`src/rtl/word_serializer_pkg.sv`:
```
// ============================================================================
// Module : word_serializer_pkg
// Brief  : Shared types and helpers for the word_serializer block.
// Rev    : 1.0 - initial release
// ============================================================================
`default_nettype none

package word_serializer_pkg;

    typedef enum logic [0:0] {
        ST_IDLE  = 1'b0,
        ST_SHIFT = 1'b1
    } state_e;

    function automatic int clog2(input int unsigned value);
        int          result;
        int unsigned v;
        result = 0;
        v      = (value > 0) ? value - 1 : 0;
        while (v > 0) begin
            result = result + 1;
            v      = v >> 1;
        end
        return result;
    endfunction

    // Out-of-range lengths (0 or above the block size) mean "whole block".
    function automatic int unsigned eff_len(input int unsigned len, input int unsigned depth);
        return ((len == 0) || (len > depth)) ? depth : len;
    endfunction

endpackage

`default_nettype wire

```
`src/rtl/word_serializer_if.sv`:
```
// ============================================================================
// Module : word_serializer_if
// Brief  : Load and output stream bundle; Q_LAST exists only with
//          WORD_SERIALIZER_LAST_EN.
// Rev    : 1.0 - initial release
// ============================================================================
`default_nettype none

interface word_serializer_if #(
    parameter int C_WIDTH      = 16,
    parameter int C_DEPTH      = 16,
    parameter int C_ADDR_WIDTH = 5
);
    logic [C_WIDTH*C_DEPTH-1:0] D;
    logic [C_ADDR_WIDTH-1:0]    LEN;
    logic                       LOAD_VALID;
    logic                       LOAD_READY;
    logic [C_WIDTH-1:0]         Q;
    logic                       Q_VALID;
    logic                       Q_READY;
`ifdef WORD_SERIALIZER_LAST_EN
    logic                       Q_LAST;

    modport slave  (input  D, LEN, LOAD_VALID, Q_READY,
                    output LOAD_READY, Q, Q_VALID, Q_LAST);
    modport master (output D, LEN, LOAD_VALID, Q_READY,
                    input  LOAD_READY, Q, Q_VALID, Q_LAST);
`else
    modport slave  (input  D, LEN, LOAD_VALID, Q_READY,
                    output LOAD_READY, Q, Q_VALID);
    modport master (output D, LEN, LOAD_VALID, Q_READY,
                    input  LOAD_READY, Q, Q_VALID);
`endif
endinterface

`default_nettype wire

```
`src/rtl/word_serializer_ctrl.sv`:
```
// ============================================================================
// Module : word_serializer_ctrl
// Brief  : IDLE/SHIFT FSM, remaining-word counter and handshake strobes.
// Rev    : 1.0 - initial release
// ============================================================================
`default_nettype none

module word_serializer_ctrl
    import word_serializer_pkg::*;
#(
    parameter int C_DEPTH      = 16,
    parameter int C_ADDR_WIDTH = 5
) (
    input  wire logic                    clk_i,
    input  wire logic                    aclr_n_i,
    input  wire logic                    ce_i,
    input  wire logic                    sclr_i,
    input  wire logic                    load_valid_i,
    input  wire logic                    q_ready_i,
    input  wire logic [C_ADDR_WIDTH-1:0] len_i,
    output logic                         load_ready_o,
    output logic                         load_fire_o,
    output logic                         shift_fire_o,
    output logic                         clear_o,
    output logic                         q_valid_o
`ifdef WORD_SERIALIZER_LAST_EN
    ,
    output logic                         q_last_o
`endif
);

    state_e                  state_q, state_d;
    logic [C_ADDR_WIDTH-1:0] remain_q, remain_d;
    logic                    last_beat;
    logic                    xfer;
    logic                    sclr_fire;
    logic [C_ADDR_WIDTH-1:0] len_eff;

    assign len_eff   = C_ADDR_WIDTH'(eff_len(32'(len_i), 32'(C_DEPTH)));
    assign last_beat = (remain_q == C_ADDR_WIDTH'(1));
    assign q_valid_o = (state_q == ST_SHIFT);
    assign xfer      = q_valid_o & q_ready_i & ce_i;
    assign sclr_fire = ce_i & sclr_i;

    // Ready while draining the final word lets the next block follow with no bubble.
    assign load_ready_o = ce_i & aclr_n_i & ((state_q == ST_IDLE) | (xfer & last_beat));
    assign load_fire_o  = load_valid_i & load_ready_o;
    assign shift_fire_o = xfer;
    assign clear_o      = sclr_fire | (xfer & last_beat & ~load_fire_o);

`ifdef WORD_SERIALIZER_LAST_EN
    assign q_last_o = q_valid_o & last_beat;
`endif

    always_ff @(posedge clk_i or negedge aclr_n_i) begin
        if (!aclr_n_i) begin
            state_q  <= ST_IDLE;
            remain_q <= '0;
        end else begin
            state_q  <= state_d;
            remain_q <= remain_d;
        end
    end

    always_comb begin
        state_d  = state_q;
        remain_d = remain_q;
        if (sclr_fire) begin
            state_d  = ST_IDLE;
            remain_d = '0;
        end else if (load_fire_o) begin
            state_d  = ST_SHIFT;
            remain_d = len_eff;
        end else if (xfer) begin
            remain_d = remain_q - C_ADDR_WIDTH'(1);
            if (last_beat) begin
                state_d = ST_IDLE;
            end
        end
    end

endmodule

`default_nettype wire

```
`src/rtl/word_serializer.sv`:
```
// ============================================================================
// Module : word_serializer
// Brief  : Parallel-in, serial-out word shifter (block load, valid/ready out).
//          Optional Q_LAST output enabled by WORD_SERIALIZER_LAST_EN.
// Rev    : 1.0 - initial release
// ============================================================================
`default_nettype none

module word_serializer
    import word_serializer_pkg::*;
#(
    parameter int C_WIDTH      = 16,
    parameter int C_DEPTH      = 16,
    parameter int C_ADDR_WIDTH = 5
) (
    input  wire logic         CLK,
    input  wire logic         ACLR_N,
    input  wire logic         CE,
    input  wire logic         SCLR,
    word_serializer_if.slave  bus
);

    logic [C_DEPTH-1:0][C_WIDTH-1:0] shreg_q;
    logic                            load_fire;
    logic                            shift_fire;
    logic                            clear;

    word_serializer_ctrl #(
        .C_DEPTH      (C_DEPTH),
        .C_ADDR_WIDTH (C_ADDR_WIDTH)
    ) u_ctrl (
        .clk_i        (CLK),
        .aclr_n_i     (ACLR_N),
        .ce_i         (CE),
        .sclr_i       (SCLR),
        .load_valid_i (bus.LOAD_VALID),
        .q_ready_i    (bus.Q_READY),
        .len_i        (bus.LEN),
        .load_ready_o (bus.LOAD_READY),
        .load_fire_o  (load_fire),
        .shift_fire_o (shift_fire),
        .clear_o      (clear),
        .q_valid_o    (bus.Q_VALID)
`ifdef WORD_SERIALIZER_LAST_EN
        ,
        .q_last_o     (bus.Q_LAST)
`endif
    );

    always_ff @(posedge CLK or negedge ACLR_N) begin
        if (!ACLR_N) begin
            shreg_q <= '0;
        end else if (clear) begin
            shreg_q <= '0;
        end else if (load_fire) begin
            shreg_q <= bus.D;
        end else if (shift_fire) begin
            shreg_q <= {{C_WIDTH{1'b0}}, shreg_q[C_DEPTH-1:1]};
        end
    end

    assign bus.Q = shreg_q[0];

endmodule

`default_nettype wire
```
`src/flat_wrapper.sv`:
```
// flat-port wrapper written by rule: the top's interface ports become plain ports
module word_serializer_flat import word_serializer_pkg::*;
#(
    parameter int C_WIDTH      = 16,
    parameter int C_DEPTH      = 16,
    parameter int C_ADDR_WIDTH = 5
)
  (CLK, ACLR_N, CE, SCLR, bus_D, bus_LEN, bus_LOAD_VALID, bus_Q_READY, bus_LOAD_READY, bus_Q, bus_Q_VALID);
  word_serializer_if #(.C_WIDTH(C_WIDTH), .C_DEPTH(C_DEPTH), .C_ADDR_WIDTH(C_ADDR_WIDTH)) bus_i ();
  input  wire logic CLK;
  input  wire logic ACLR_N;
  input  wire logic CE;
  input  wire logic SCLR;
  input wire logic [$bits(bus_i.D)-1:0] bus_D;
  input wire logic [$bits(bus_i.LEN)-1:0] bus_LEN;
  input wire logic [$bits(bus_i.LOAD_VALID)-1:0] bus_LOAD_VALID;
  input wire logic [$bits(bus_i.Q_READY)-1:0] bus_Q_READY;
  output wire logic [$bits(bus_i.LOAD_READY)-1:0] bus_LOAD_READY;
  output wire logic [$bits(bus_i.Q)-1:0] bus_Q;
  output wire logic [$bits(bus_i.Q_VALID)-1:0] bus_Q_VALID;
  assign bus_i.D = bus_D;
  assign bus_i.LEN = bus_LEN;
  assign bus_i.LOAD_VALID = bus_LOAD_VALID;
  assign bus_i.Q_READY = bus_Q_READY;
  assign bus_LOAD_READY = bus_i.LOAD_READY;
  assign bus_Q = bus_i.Q;
  assign bus_Q_VALID = bus_i.Q_VALID;
  word_serializer #(.C_WIDTH(C_WIDTH), .C_DEPTH(C_DEPTH), .C_ADDR_WIDTH(C_ADDR_WIDTH)) u_core (.CLK(CLK), .ACLR_N(ACLR_N), .CE(CE), .SCLR(SCLR), .bus(bus_i));
endmodule
```
`config.mk`:
```
export PLATFORM = sky130hd
export DESIGN_NAME = word_serializer_flat
export DESIGN_NICKNAME = d
export VERILOG_FILES = /design/src/rtl/word_serializer_pkg.sv /design/src/rtl/word_serializer_if.sv /design/src/rtl/word_serializer_ctrl.sv /design/src/rtl/word_serializer.sv /design/src/flat_wrapper.sv
export SDC_FILE = /design/constraint.sdc
export NUM_CORES = 1
export LEC_CHECK = 0
export ABC_AREA = 1
export BUFFER_PORTS_ARGS = -buffer_cell sky130_fd_sc_hd__buf_4
export CORE_AREA = 2 2 169 212
export CTS_CLUSTER_DIAMETER = 40
export DETAILED_ROUTE_END_ITERATION = 8
export DIE_AREA = 0 0 171 214
export MAX_ROUTING_LAYER = met4
export RECOVER_POWER = 50
export SYNTH_ARGS = -nofsm -noshare
export SYNTH_HDL_FRONTEND = slang
export SYNTH_SLANG_ARGS = --single-unit
```
`constraint.sdc`:
```
create_clock -name CLK -period 3.2 [get_ports CLK]
set_clock_uncertainty 0.1 [all_clocks]
set_input_delay 0.48 -clock CLK [delete_from_list [all_inputs] [get_ports CLK]]
set_output_delay 0.48 -clock CLK [all_outputs]
set_load 0.02 [all_outputs]
```
==> Word-level counts from Yosys, hierarchy flattened <==
Index checks and enable logic that the tools add are counted.
{ "totals": {"wordCells": 50, "inputBits": 267, "reg_bits": 262} }
{ "classes": {"bitwise_logic": 12, "n_mux": 11, "n_lt_le_gt_ge": 1, "eq_ne": 1, "add_sub_neg": 1, "reduce_logical": 6} }
{ "op_table": {"columns": ["operator", "count"], "rows": [
  ["$mux W256", 3],
  ["$mux W5", 4],
  ["$reduce_bool A3 Y1", 3],
  ["$and A1 B1 Y1", 8],
  ["$eq A5 B1 Y1 const B", 1],
  ["$gt A5 B5 Y1 const B", 1],
  ["$logic_not A5 Y1", 1],
  ["$sub A5 B1 Y5 const B", 1],
  ["$mux W1", 4],
  ["$not A1 Y1", 2],
  ["$or A1 B1 Y1", 2],
  ["$reduce_and A2 Y1", 1],
  ["$logic_or A1 B1 Y1", 1]
]} }

==> Longest topological paths before layout <==
Gate-level depths: netlist of run 1.
{ "depth": {"ltp_word": 10, "depth_mapped": 13, "mapped_depth_nobuf": 12} }

==> Cells and area by module <==
Synthesis of run 1 repeated with hierarchy kept, for this count alone.
{ "hier_totals": {"cells_unflattened": 1987, "hier_area_um2": 13758.2} }
{ "modules_own_cells": {"columns": ["module", "seq_area_each_um2", "cells_each", "area_each_um2", "instances"], "rows": [
  ["word_serializer", 6406.1, 1903, 13213.9, 1],
  ["word_serializer_ctrl", 150.1, 84, 544.3, 1]
]} }

==> Least setup slack after synthesis of run 1 <==
OpenSTA, ideal clock, no wires.
{ "synth_path": {"kind": "register to output", "start": "reg u_core.u_ctrl.state_q (netlist: u_core.u_ctrl.q_valid_o)", "end": "out bus_LOAD_READY", "t_arrival_ns": 1.383, "path_stages_with_launch": 6, "path_buffers": 1, "setup_slack_ns": 1.237, "path_cell_list": "dfrtp_1 > nand2_1 > nor2_1 > nand3_1 > a21oi_2 > buf_2"} }
{ "synth_between": {"elab_chain_cells": 5, "word_cells_on_any_way": 6} }
{ "synth_rtl": {"columns": ["element", "line", "source"], "rows": [
  ["start, declared", "word_serializer_ctrl.sv:32", "state_e state_q, state_d;"],
  ["start signal, assigned", "word_serializer_ctrl.sv:60", "state_q <= state_d;"],
  ["$and A1 B1 Y1 (2 in a row)", "word_serializer_ctrl.sv:42", "assign xfer = q_valid_o & q_ready_i & ce_i;"],
  ["$and A1 B1 Y1", "word_serializer_ctrl.sv:46", "assign load_ready_o = ce_i & aclr_n_i & ((state_q == ST_IDLE) | (xfer & last_beat));"],
  ["$or A1 B1 Y1 (*)", "word_serializer_ctrl.sv:46", null],
  ["$and A1 B1 Y1 (*)", "word_serializer_ctrl.sv:46", null],
  ["end, declared", "flat_wrapper.sv:18", "output wire logic [$bits(bus_i.LOAD_READY)-1:0] bus_LOAD_READY;"]
]} }
Every way passes the cells marked *; elsewhere a longest branch is shown, timed or not.

==> Worst setup path in the final report of run 1 <==
{ "layout_path": {"start": "reg u_core.u_ctrl.remain_q[1]", "end": "out bus_LOAD_READY"} }
{ "layout_between": {"elab_chain_cells": 4} }
{ "layout_rtl": {"columns": ["element", "line", "source"], "rows": [
  ["start, declared", "word_serializer_ctrl.sv:33", "logic [C_ADDR_WIDTH-1:0] remain_q, remain_d;"],
  ["start signal, assigned", "word_serializer_ctrl.sv:61", "remain_q <= remain_d;"],
  ["$eq A5 B1 Y1", "word_serializer_ctrl.sv:40", "assign last_beat = (remain_q == C_ADDR_WIDTH'(1));"],
  ["$and A1 B1 Y1", "word_serializer_ctrl.sv:46", null],
  ["$or A1 B1 Y1", "word_serializer_ctrl.sv:46", null],
  ["$and A1 B1 Y1", "word_serializer_ctrl.sv:46", null]
]} }
No other way between the ends.

==> results of run 1 <==
cell usage after synthesis, types with 2 or more instances:
master | count | area [um2]
dfrtp_1 | 262 | 6560
nand3_1 | 243 | 1220
nand2_1 | 1249 | 4690
buf_4 | 38 | 285
buf_2 | 59 | 295
nor2_1 | 7 | 26.3
o21ai_0 | 16 | 80.1
ha_1 | 3 | 37.5
inv_1 | 32 | 120
a21oi_2 | 2 | 17.5
xnor2_1 | 2 | 17.5
nand4_1 | 5 | 31.3
a21oi_1 | 2 | 10.0
clkbuf_1 | 54 | 203
final cells by class:
type	instances	area, um2
fill	3571	16900
sequential	262	6560
multi-input combinational	1533	6160
timing repair buffer	311	2450
clock buffer	52	1190
tap	468	586
clock inverter	28	403
inverter	33	131
antenna	3	7.51
critical path, delay by kind of cell (launching register included):
family                     cells  cell delay [ns]
AOI/OAI and AO/OA              1             0.22
buffers and inverters          4             0.65
and+or+nand+nor                2             0.25
DFF                            1             0.39
adders and majority gates      1             0.14
final timing paths:
kind | startpoint | end | slack, ns | cells after the start
max | u_core.u_ctrl.remain_q[1]$_DFFE_PN0P_ | bus_LOAD_READY | 0.40 | 8
min | bus_D[241] | u_core.shreg_q[241]$_DFFE_PN0P_ | 0.11 | 3
max reg2reg | u_core.u_ctrl.remain_q[0]$_DFFE_PN0P_ | u_core.shreg_q[197]$_DFFE_PN0P_ | 0.41 | 11
min reg2reg | u_core.shreg_q[167]$_DFFE_PN0P_ | u_core.shreg_q[167]$_DFFE_PN0P_ | 0.38 | 2
max in group asynchronous | ACLR_N | u_core.shreg_q[154]$_DFFE_PN0P_ | 0.81 | 3
min in group asynchronous | ACLR_N | u_core.bus.Q[7]$_DFFE_PN0P_ | 0.25 | 2
sequential cells by signal, summed over array words and instances, names as in the netlist:
signal                   cells
u_core.shreg_q             240
u_core.bus.Q                16
u_core.u_ctrl.remain_q       5
u_core.u_ctrl.q_valid_o      1
power breakdown:
part	internal (uW)	total, uW	switching, uW
Sequential	3460	3560	94.8
Clock	3400	5110	1710
Combinational	477	1230	755
Total	7340	9900	2560
metal layers:
| layer | track usage (%) | wire length, um | vias up | share of wire (%) |
|---|---|---|---|---|
| met2 | 38.8 | 20700 | 411 | 48 |
| met3 | 5.78 | 3230 | 72 | 7.4 |
| met1 | 30.6 | 18400 | 6216 | 42 |
| met4 | 7.68 | 1150 | 0 | 2.6 |
| met5 | - | 0 | - | 0 |
| li1 | - | - | 6509 | - |
through the flow:
| stage | power (uW) | cell area [um2] | setup WS, ns | cells |
|---|---|---|---|---|
| after floorplan | 4280 | 13600 | 1.24 | 1979 |
| after global placement | 4850 | 16000 | 0.743 | 2606 |
| after detailed placement | 4860 | 16000 | 0.628 | 2606 |
| after CTS | 10000 | 17600 | 0.335 | 2687 |
| after global routing | 10300 | 17500 | 0.175 | 2689 |
| final | 9900 | 17500 | 0.400 | 2690 |
kinds of logic (layout without fill, tap and decap cells):
family | Yosys count | after routing
buf+inv | 184 | 424
flops | 262 | 262
simple gates | 1507 | 1507
xor+xnor | 3 | 3
fa+ha+maj | 3 | 3
compound gates | 20 | 20
other cells | 0 | 3
timing repair:
action / CTS / global route
hold endpoints to repair: 6 / 0
setup buffers: 0 / 0
hold buffers: 1 / 0
==> results.md, run 1 <==
* Status: finished with violations
* Failing checks: capacitance limit, slew limit
* Synth Area in Compound Gates at 0.790%
* DRC at 0
* NumNets Final at 2455
* Tot GR Track Use at 24.4%
* Net count after synthesis at 2249
* Drt first-iter violations at 1105
* Routed Antenna Nets at 0
* Critical path, cell by cell: inv_1 > ha_1 > inv_1 > nor2_1 > nand3_1 > a21oi_4 > buf_12 > buf_4
* VDD IR-drop max at 0.000373 V
* Worst-Margin Slew at 1.82 ns
* Worst path max stage delay at 0.39 ns
* Fin crit period at 2.80 ns
* Total number of vias at 13200
* Fraction of layout cells with a size suffix above 1 at 16.8%
* Most frequent cells in the layout: nand2_1 (1250), buf_4 (277), dfrtp_1 (262)
* CP endpoint kind: output port
* HPWL after DPL at 28500 um
* Syn_area_per_cell at 6.88 um2
* Largest net degree at the start of global routing at 142
* Largest family of logic cells by synthesized area: simple AND/OR/NAND/NOR gates
* Synth Instances at 1979
* Maxcap violations at 1
* Die height at 214 um
* Final count of pins violating max slew at 72
* Post-synthesis mux area share at 0%
* Drt first pass iters at 7
* Clk buf depth at 3
* RSZ-0062 raised after global routing: false
* Vias in the first global route at 13300
* Commonest non-fill, non-tap cell in the layout: nand2_1
* Setup crit start kind: register
* Horiz. Die Dim at 171 um
* Resize count post-CTS at 0
* Final Util at 50.8%
* GRT Residual Overflow at 0
* Sequential fraction of the synthesis area at 48.1%
* Hold slack final at 0.112 ns
* Max FO, Critical Path at 86
* H-Tree Depth at 2
* WP data arrival at 2.22 ns
* HP Class: in2reg
* IO Port Bufs at 284
* Top_reg_cell synth: dfrtp_1
* Simple-Gate Fraction of Synth Area at 43.9%
* Initial antenna violation count at 2
* Core area at 34400 um2
* CTS clk-pin slew, worst paths at 0.05 ns
* Clock tree from TritonCTS: built
* LEAKAGE at 0.0102 uW
* PwrDens at 566 nW/um2
* FFs w/ async S/R, synth at 100%
* Mapped Area at 13600 um2
* Fmax at 0.357 GHz
* Routed WL per cell at 16.2 um
* First-pass GRT wire length at 69200 um
* Root buffer cell: clkbuf_16
* Clock Latency Late Sink at 0.53 ns
* Crit path required time at 2.62 ns
* Endpoints failing hold at 0
* Distinct cells, synth at 19
* Area share of xor/xnor cells in the synthesized design at 0.193%
* Post-synth EDFFs at 0
* I/O pins at 285
* Crit-path slowest cell: dfrtp_1
* Area growth syn-to-layout at 28.4%
* Tcrit/Tclk final at 87.5%
* Worst path most repeated cell: inv_1
* Count of final setup violators at 0
* Number of synthesized register bits at 262
* Wirelength, routed at 43500 um
* CTS Sinks at 262
* Final GP Congestion at 0.871
* Slew HR at -21.2%
* Synth warn at 0
* Adder-cell share of the synthesized area at 0.276%
* Setup TNS at 0 ns
* Via density at 4.91
* Die area at 36600 um2
* WS Path Type: reg2out
* CTS Buf Count at 44
* Initial cell density of the core at 39.6%
* Cell Rows at 76
(Power assumes the default switching activity.)
==> inputs of run 2 (changes only) <==
--- a/config.mk
+++ b/config.mk
@@ -7,11 +7,12 @@
 export LEC_CHECK = 0
 export ABC_AREA = 1
 export BUFFER_PORTS_ARGS = -buffer_cell sky130_fd_sc_hd__buf_4
-export CORE_AREA = 2 2 169 212
+export CORE_AREA = 2 2 138 174
 export CTS_CLUSTER_DIAMETER = 40
 export DETAILED_ROUTE_END_ITERATION = 8
-export DIE_AREA = 0 0 171 214
+export DIE_AREA = 0 0 140 176
 export MAX_ROUTING_LAYER = met4
+export PLACE_DENSITY = 0.86
 export RECOVER_POWER = 50
 export SYNTH_ARGS = -nofsm -noshare
 export SYNTH_HDL_FRONTEND = slang
==> results.md, run 2 (synthesis results as in run 1) <==
* CP endpoint kind: register
* Setup TNS at 0 ns (unchanged)
* Slew HR at -25.9% (-4.7 points)
* Setup crit start kind: primary input
* Worst reg-to-reg setup slack at 0.37 ns (-0.04 ns)
* Clk buf depth at 3 (unchanged)
* I/O pins at 285 (unchanged)
* Area growth syn-to-layout at 23.4%
* LEAKAGE at 0.00997 uW (-2.4%)
* Drt first-iter violations at 1227 (+11%)
* CTS clk-pin slew, worst paths at 0.06 ns (about the same)
* RSZ-0062 raised after global routing: false
* Clock tree from TritonCTS: built
* Reg area at 6560 um2 (unchanged)
* Multi-input gate area at 6180 um2 (+0.24%)
* Drt first pass iters at 9 (+2)
* Crit path required time at 3.50 ns (+0.88 ns)
* Count of final setup violators at 0 (unchanged)
* PwrDens at 535 nW/um2 (-5.6%)
* Maxcap violations at 1 (unchanged)
* Wirelength, routed at 38800 um (-11%)
* Cell Rows at 62 (-18%)
* Start point of the critical path: ACLR_N
* Largest register FFs at 240 (unchanged)
* Fmax at 0.352 GHz (-1.3%)
* DRC at 21 (+21)
* Final instance area at 16800 um2 (-3.9%)
* GRT Residual Overflow at 0 (unchanged)
* Initial antenna violation count at 2 (unchanged)
* IO Port Bufs at 284 (unchanged)
* Initial cell density of the core at 59.5% (+20 points)
* Final count of pins violating max slew at 77 (+6.9%)
* Worst-Margin Slew at 1.89 ns (+0.0707 ns)
* RR Startpoint: u_core.u_ctrl.remain_q[0]$_DFFE_PN0P_
* HP Class: in2reg
* VDD IR-drop max at 0.000356 V (-4.6%)
* Fraction of layout cells with a size suffix above 1 at 15.7% (-1.2 points)
* Most frequent cells in the layout: nand2_1 (1249), buf_4 (270), dfrtp_1 (262)
* Die area at 24600 um2 (-33%)
* H-Tree Depth at 2 (unchanged)
* Top reg by flops: u_core.shreg_q
* Tot GR Track Use at 32.3% (+8.0 points)
* Dpl cells at 2415 (-7.3%)
* Final GP Congestion at 0.891 (+2.3%)
* HPWL after DPL at 24700 um (-13%)
* Reg2Reg Capture Point: u_core.shreg_q[255]$_DFFE_PN0P_
* Resize count post-CTS at 0 (unchanged)
* CTS Sinks at 262 (unchanged)
* Status: finished with violations
* Routed WL per cell at 15.6 um (-3.5%)
* Dpl cell area at 15600 um2 (-2.2%)
* NumNets Final at 2437 (-0.73%)
* Hold slack final at 0.132 ns (+0.0197 ns)
* Root buffer cell: clkbuf_16
* Endpoints failing hold at 0 (unchanged)
* Largest net degree at the start of global routing at 247 (+74%)
* WS Path Type: in2reg
* Via density at 5.40 (+10%)
* Clock Latency Late Sink at 0.50 ns (-0.03 ns)
* Tcrit/Tclk final at 88.7% (+1.2 points)
* First-pass GRT wire length at 63300 um (-8.6%)
* R2R cell count at 11 (unchanged)
* Total number of vias at 13400 (+1.6%)
* Vias in the first global route at 13100 (-1.5%)
* Horiz. Die Dim at 140 um (-18%)
* CP endpoint: u_core.shreg_q[255]$_DFFE_PN0P_
* Die height at 176 um (-18%)
* Fin crit period at 2.84 ns (+0.0380 ns)
* CTS Buf Count at 37 (-16%)
* WP data arrival at 3.14 ns (+0.92 ns)
* Routed Antenna Nets at 0 (unchanged)
* Layout Cells excl Fill at 2482 (-7.7%)
* Core area at 22900 um2 (-34%)
* Commonest non-fill, non-tap cell in the layout: nand2_1
* Failing checks: DRC, capacitance limit, slew limit
* Total chip power at 8990 uW (-9.2%)
* Max FO, Critical Path at 176 (+100%)
* Layout filler cell count at 1873 (-48%)
run 2: cell types whose count changed in the layout (fill, tap and decap cells not counted), moves of 4 or more:
cell	previous run	this run
buf_12	13	8
clkinv_4	5	1
clkinv_2	8	2
buf_4	277	270
clkbuf_1	20	24
clkbuf_16	45	37
run 2: worst min path at each step:
stage	end	slack, ns	from	cells past startpoint
3_5_place_dp	u_core.bus.Q[9]$_DFFE_PN0P_	0.24	ACLR_N	1
5_1_grt	u_core.shreg_q[254]$_DFFE_PN0P_	0.13	bus_D[254]	3
2_1_floorplan	u_core.bus.Q[0]$_DFFE_PN0P_	0.08	ACLR_N	0
3_3_place_gp	u_core.bus.Q[9]$_DFFE_PN0P_	0.24	ACLR_N	1
4_1_cts	u_core.shreg_q[254]$_DFFE_PN0P_	0.12	bus_D[254]	3
6_report	u_core.shreg_q[248]$_DFFE_PN0P_	0.13	bus_D[248]	3
run 2: what timing repair did:
item                                   CTS  global route
endpoints found under the hold margin   24             0
hold buffers                             1             0
buffers inserted                         0             0
run 2: area by class of cell:
type	instances	share of cell area [%]
repair buffers	300	13.7
well taps	288	2.14
clock buffers	47	5.91
inverters	33	0.782
clock inverters	16	1.65
diodes	3	0.0447
multi-input cells	1533	36.7
flip-flops and latches	262	39.0
run 2: metrics by stage:
step                      util, %  setup WS (ns)
after floorplan                 -           1.24
after global placement       68.2          0.477
after detailed placement     68.2          0.375
after CTS                    73.8          0.369
after global routing         73.5         0.0903
final                        73.5          0.362
run 2: layer usage:
| layer | routed length [um] | GRT usage, % | vias up | part of all wire [%] |
|---|---|---|---|---|
| met5 | 0 | - | - | 0 |
| met4 | 1910 | 15.4 | 0 | 4.9 |
| met3 | 3180 | 5.83 | 129 | 8.2 |
| met2 | 18900 | 52.2 | 582 | 49 |
| met1 | 14700 | 39.8 | 6236 | 38 |
| li1 | - | - | 6467 | - |
run 2: worst max-delay path, stage by stage:
cell and delay [ns]:
dlygate4sd3_1 0.57, buf_8 0.19, nand2_1 0.14, inv_1 0.14, nand3_4 0.15, nand2_1 0.14, inv_8 0.67, buf_4 0.41
nand2_1 0.08, o21ai_0 0.08
run 2: power by group:
group	total (uW)	switching, uW	internal [uW]
Clock	4240	1480	2760
Combinational	1190	736	454
Sequential	3560	94.5	3460
==> inputs of run 3 (changes only) <==
--- a/config.mk
+++ b/config.mk
@@ -11,7 +11,6 @@
 export CTS_CLUSTER_DIAMETER = 40
 export DETAILED_ROUTE_END_ITERATION = 8
 export DIE_AREA = 0 0 140 176
-export MAX_ROUTING_LAYER = met4
 export PLACE_DENSITY = 0.86
 export RECOVER_POWER = 50
 export SYNTH_ARGS = -nofsm -noshare
==> results.md, run 3 (synthesis results as in run 1) <==
* Initial cell density of the core at 59.5% (unchanged)
* H-Tree Depth at 2 (unchanged)
* Final GP Congestion at 0.913 (+2.5%)
* Area growth syn-to-layout at 23.7%
* Pint at 6300 uW (-5.6%)
* First-pass GRT wire length at 63600 um (+0.48%)
* WS Path Type: reg2reg
* Fin crit period at 2.86 ns (+0.0187 ns)
* Worst-Margin Slew at 1.06 ns (-0.826 ns)
* Max FO, Critical Path at 152 (-14%)
* Resize count post-CTS at 0 (unchanged)
* Psw at 2410 uW (+4.4%)
* Core area at 22900 um2 (unchanged)
* Fraction of layout cells with a size suffix above 1 at 16.1% (+0.45 points)
* Crit path required time at 3.55 ns (+0.05 ns)
* Total number of vias at 13500 (+0.88%)
* Horiz. Die Dim at 140 um (unchanged)
* Die height at 176 um (unchanged)
* I/O pins at 285 (unchanged)
* Slew HR at 29.2% (+55 points)
* Initial antenna violation count at 1 (-1)
* Total chip power at 8710 uW (-3.1%)
* Clk buf depth at 3 (unchanged)
* VDD IR-drop max at 0.000365 V (+2.6%)
* Clock tree from TritonCTS: built
* LEAKAGE at 0.00997 uW (about the same)
* Largest register FFs at 240 (unchanged)
* Vias in the first global route at 13200 (+0.21%)
* Routed WL per cell at 15.8 um (+0.92%)
* Largest net degree at the start of global routing at 247 (unchanged)
* PwrDens at 517 nW/um2 (-3.2%)
* Tcrit/Tclk final at 89.3% (+0.58 points)
* Endpoints failing hold at 0 (unchanged)
* Maxcap violations at 0 (-1)
* Setup crit start kind: register
* NumNets Final at 2447 (+0.41%)
* # Post-CTS Setup Buffers at 0 (unchanged)
* Tot GR Track Use at 31.8% (-0.57 points)
* CTS clk-pin slew, worst paths at 0.06 ns (about the same)
* Dpl cell area at 15700 um2 (+0.77%)
* HP Class: in2reg
* WP data arrival at 3.21 ns (+0.07 ns)
* CTS Buf Count at 36 (-2.7%)
* Commonest non-fill, non-tap cell in the layout: nand2_1
* Drt first-iter violations at 1042 (-15%)
* Routed Antenna Nets at 0 (unchanged)
* Top reg by flops: u_core.shreg_q
* Switch share at 27.7% (+2.0 points)
* Sequential Power Share at 40.8% (+1.2 points)
* Gate power share at 13.9% (+0.7 points)
* RSZ-0062 raised after global routing: false
* Hold slack final at 0.142 ns (+0.0105 ns)
* Final Util at 73.6% (+0.14 points)
* Fmax at 0.350 GHz (-0.65%)
* Final count of pins violating max slew at 0 (-100%)
* Root buffer cell: clkbuf_16
* Most frequent cells in the layout: nand2_1 (1250), buf_4 (273), dfrtp_1 (262)
* Count of final setup violators at 0 (unchanged)
* Clock Latency Late Sink at 0.51 ns (about the same)
* WHS Path Cells at 3 (unchanged)
* Die area at 24600 um2 (unchanged)
* Cell Rows at 62 (unchanged)
* Clock power frac at 45.3% (-1.9 points)
* Wirelength, routed at 39300 um (+1.4%)
* HPWL after DPL at 25400 um (+2.7%)
* Final instance area at 16800 um2 (+0.19%)
* R2R cell count at 12 (+1)
* Setup TNS at 0 ns (unchanged)
* Status: finished with violations
* CTS Sinks at 262 (unchanged)
* Via density at 5.43 (+0.43%)
* CP endpoint kind: register
* DRC at 21 (unchanged)
* Drt first pass iters at 9 (unchanged)
* GRT Residual Overflow at 0 (unchanged)
* IO Port Bufs at 284 (unchanged)
* Failing checks: DRC
## run 3: power by group through the flow
stage | logic, uW | clock network [uW] | registers, uW
floorplan | 700 | 0 | 3580
global placement | 1190 | 0 | 3600
detailed placement | 1220 | 0 | 3610
CTS | 1230 | 4000 | 3550
global route | 1350 | 4160 | 3570
finish | 1210 | 3950 | 3550
## run 3: path summary, 6_finish.rpt
check / slack (ns) / end / startpoint
worst min-delay path: 0.14 / u_core.shreg_q[240]$_DFFE_PN0P_ / bus_D[240]
min in group asynchronous: 0.28 / u_core.shreg_q[35]$_DFFE_PN0P_ / ACLR_N
worst max-delay path: 0.34 / u_core.shreg_q[85]$_DFFE_PN0P_ / u_core.u_ctrl.remain_q[1]$_DFFE_PN0P_
worst max register to register: 0.34 / u_core.shreg_q[85]$_DFFE_PN0P_ / u_core.u_ctrl.remain_q[1]$_DFFE_PN0P_
max in group asynchronous: 0.51 / u_core.shreg_q[141]$_DFFE_PN0P_ / ACLR_N
worst min register to register: 0.38 / u_core.shreg_q[134]$_DFFE_PN0P_ / u_core.shreg_q[134]$_DFFE_PN0P_
## run 3: area by class of cell
cell class / instances / area, um2
antenna: 1 / 2.50
clock buffer: 42 / 965
clock inverter: 23 / 231
fill: 1782 / 6040
inverter: 33 / 131
multi-input combinational: 1533 / 6170
sequential: 262 / 6560
tap: 288 / 360
timing repair buffer: 311 / 2420
## run 3: timing repair
action / in CTS / in global routing
endpoints found under the hold margin: 15 / 0
setup endpoints to repair: 0 / 0
hold buffers: 1 / 0
## run 3: critical path, stage by stage (launching register included)
cell and delay (ns):
dfrtp_1 0.38, inv_1 0.07, ha_1 0.18, inv_1 0.05, nor2_1 0.04, nand3_1 0.16, nand2_1 0.22, nand3_4 0.17
nand2_1 0.15, inv_8 0.62, buf_4 0.37, nand2_1 0.09, nand2_1 0.08
## run 3: per-stage QoR
step	std cells	setup WS, ns
after floorplan	1979	1.24
after global placement	2426	0.556
after detailed placement	2426	0.452
after CTS	2492	0.427
after global routing	2493	0.117
final	2493	0.343
## run 3: routing by layer
metal	GRT usage, %	up-vias	part of all wire (%)
li1	-	6482	-
met1	39.5	6321	38
met2	53.2	598	49
met3	6.43	131	8.2
met4	15.9	0	5.0
met5	0	-	0
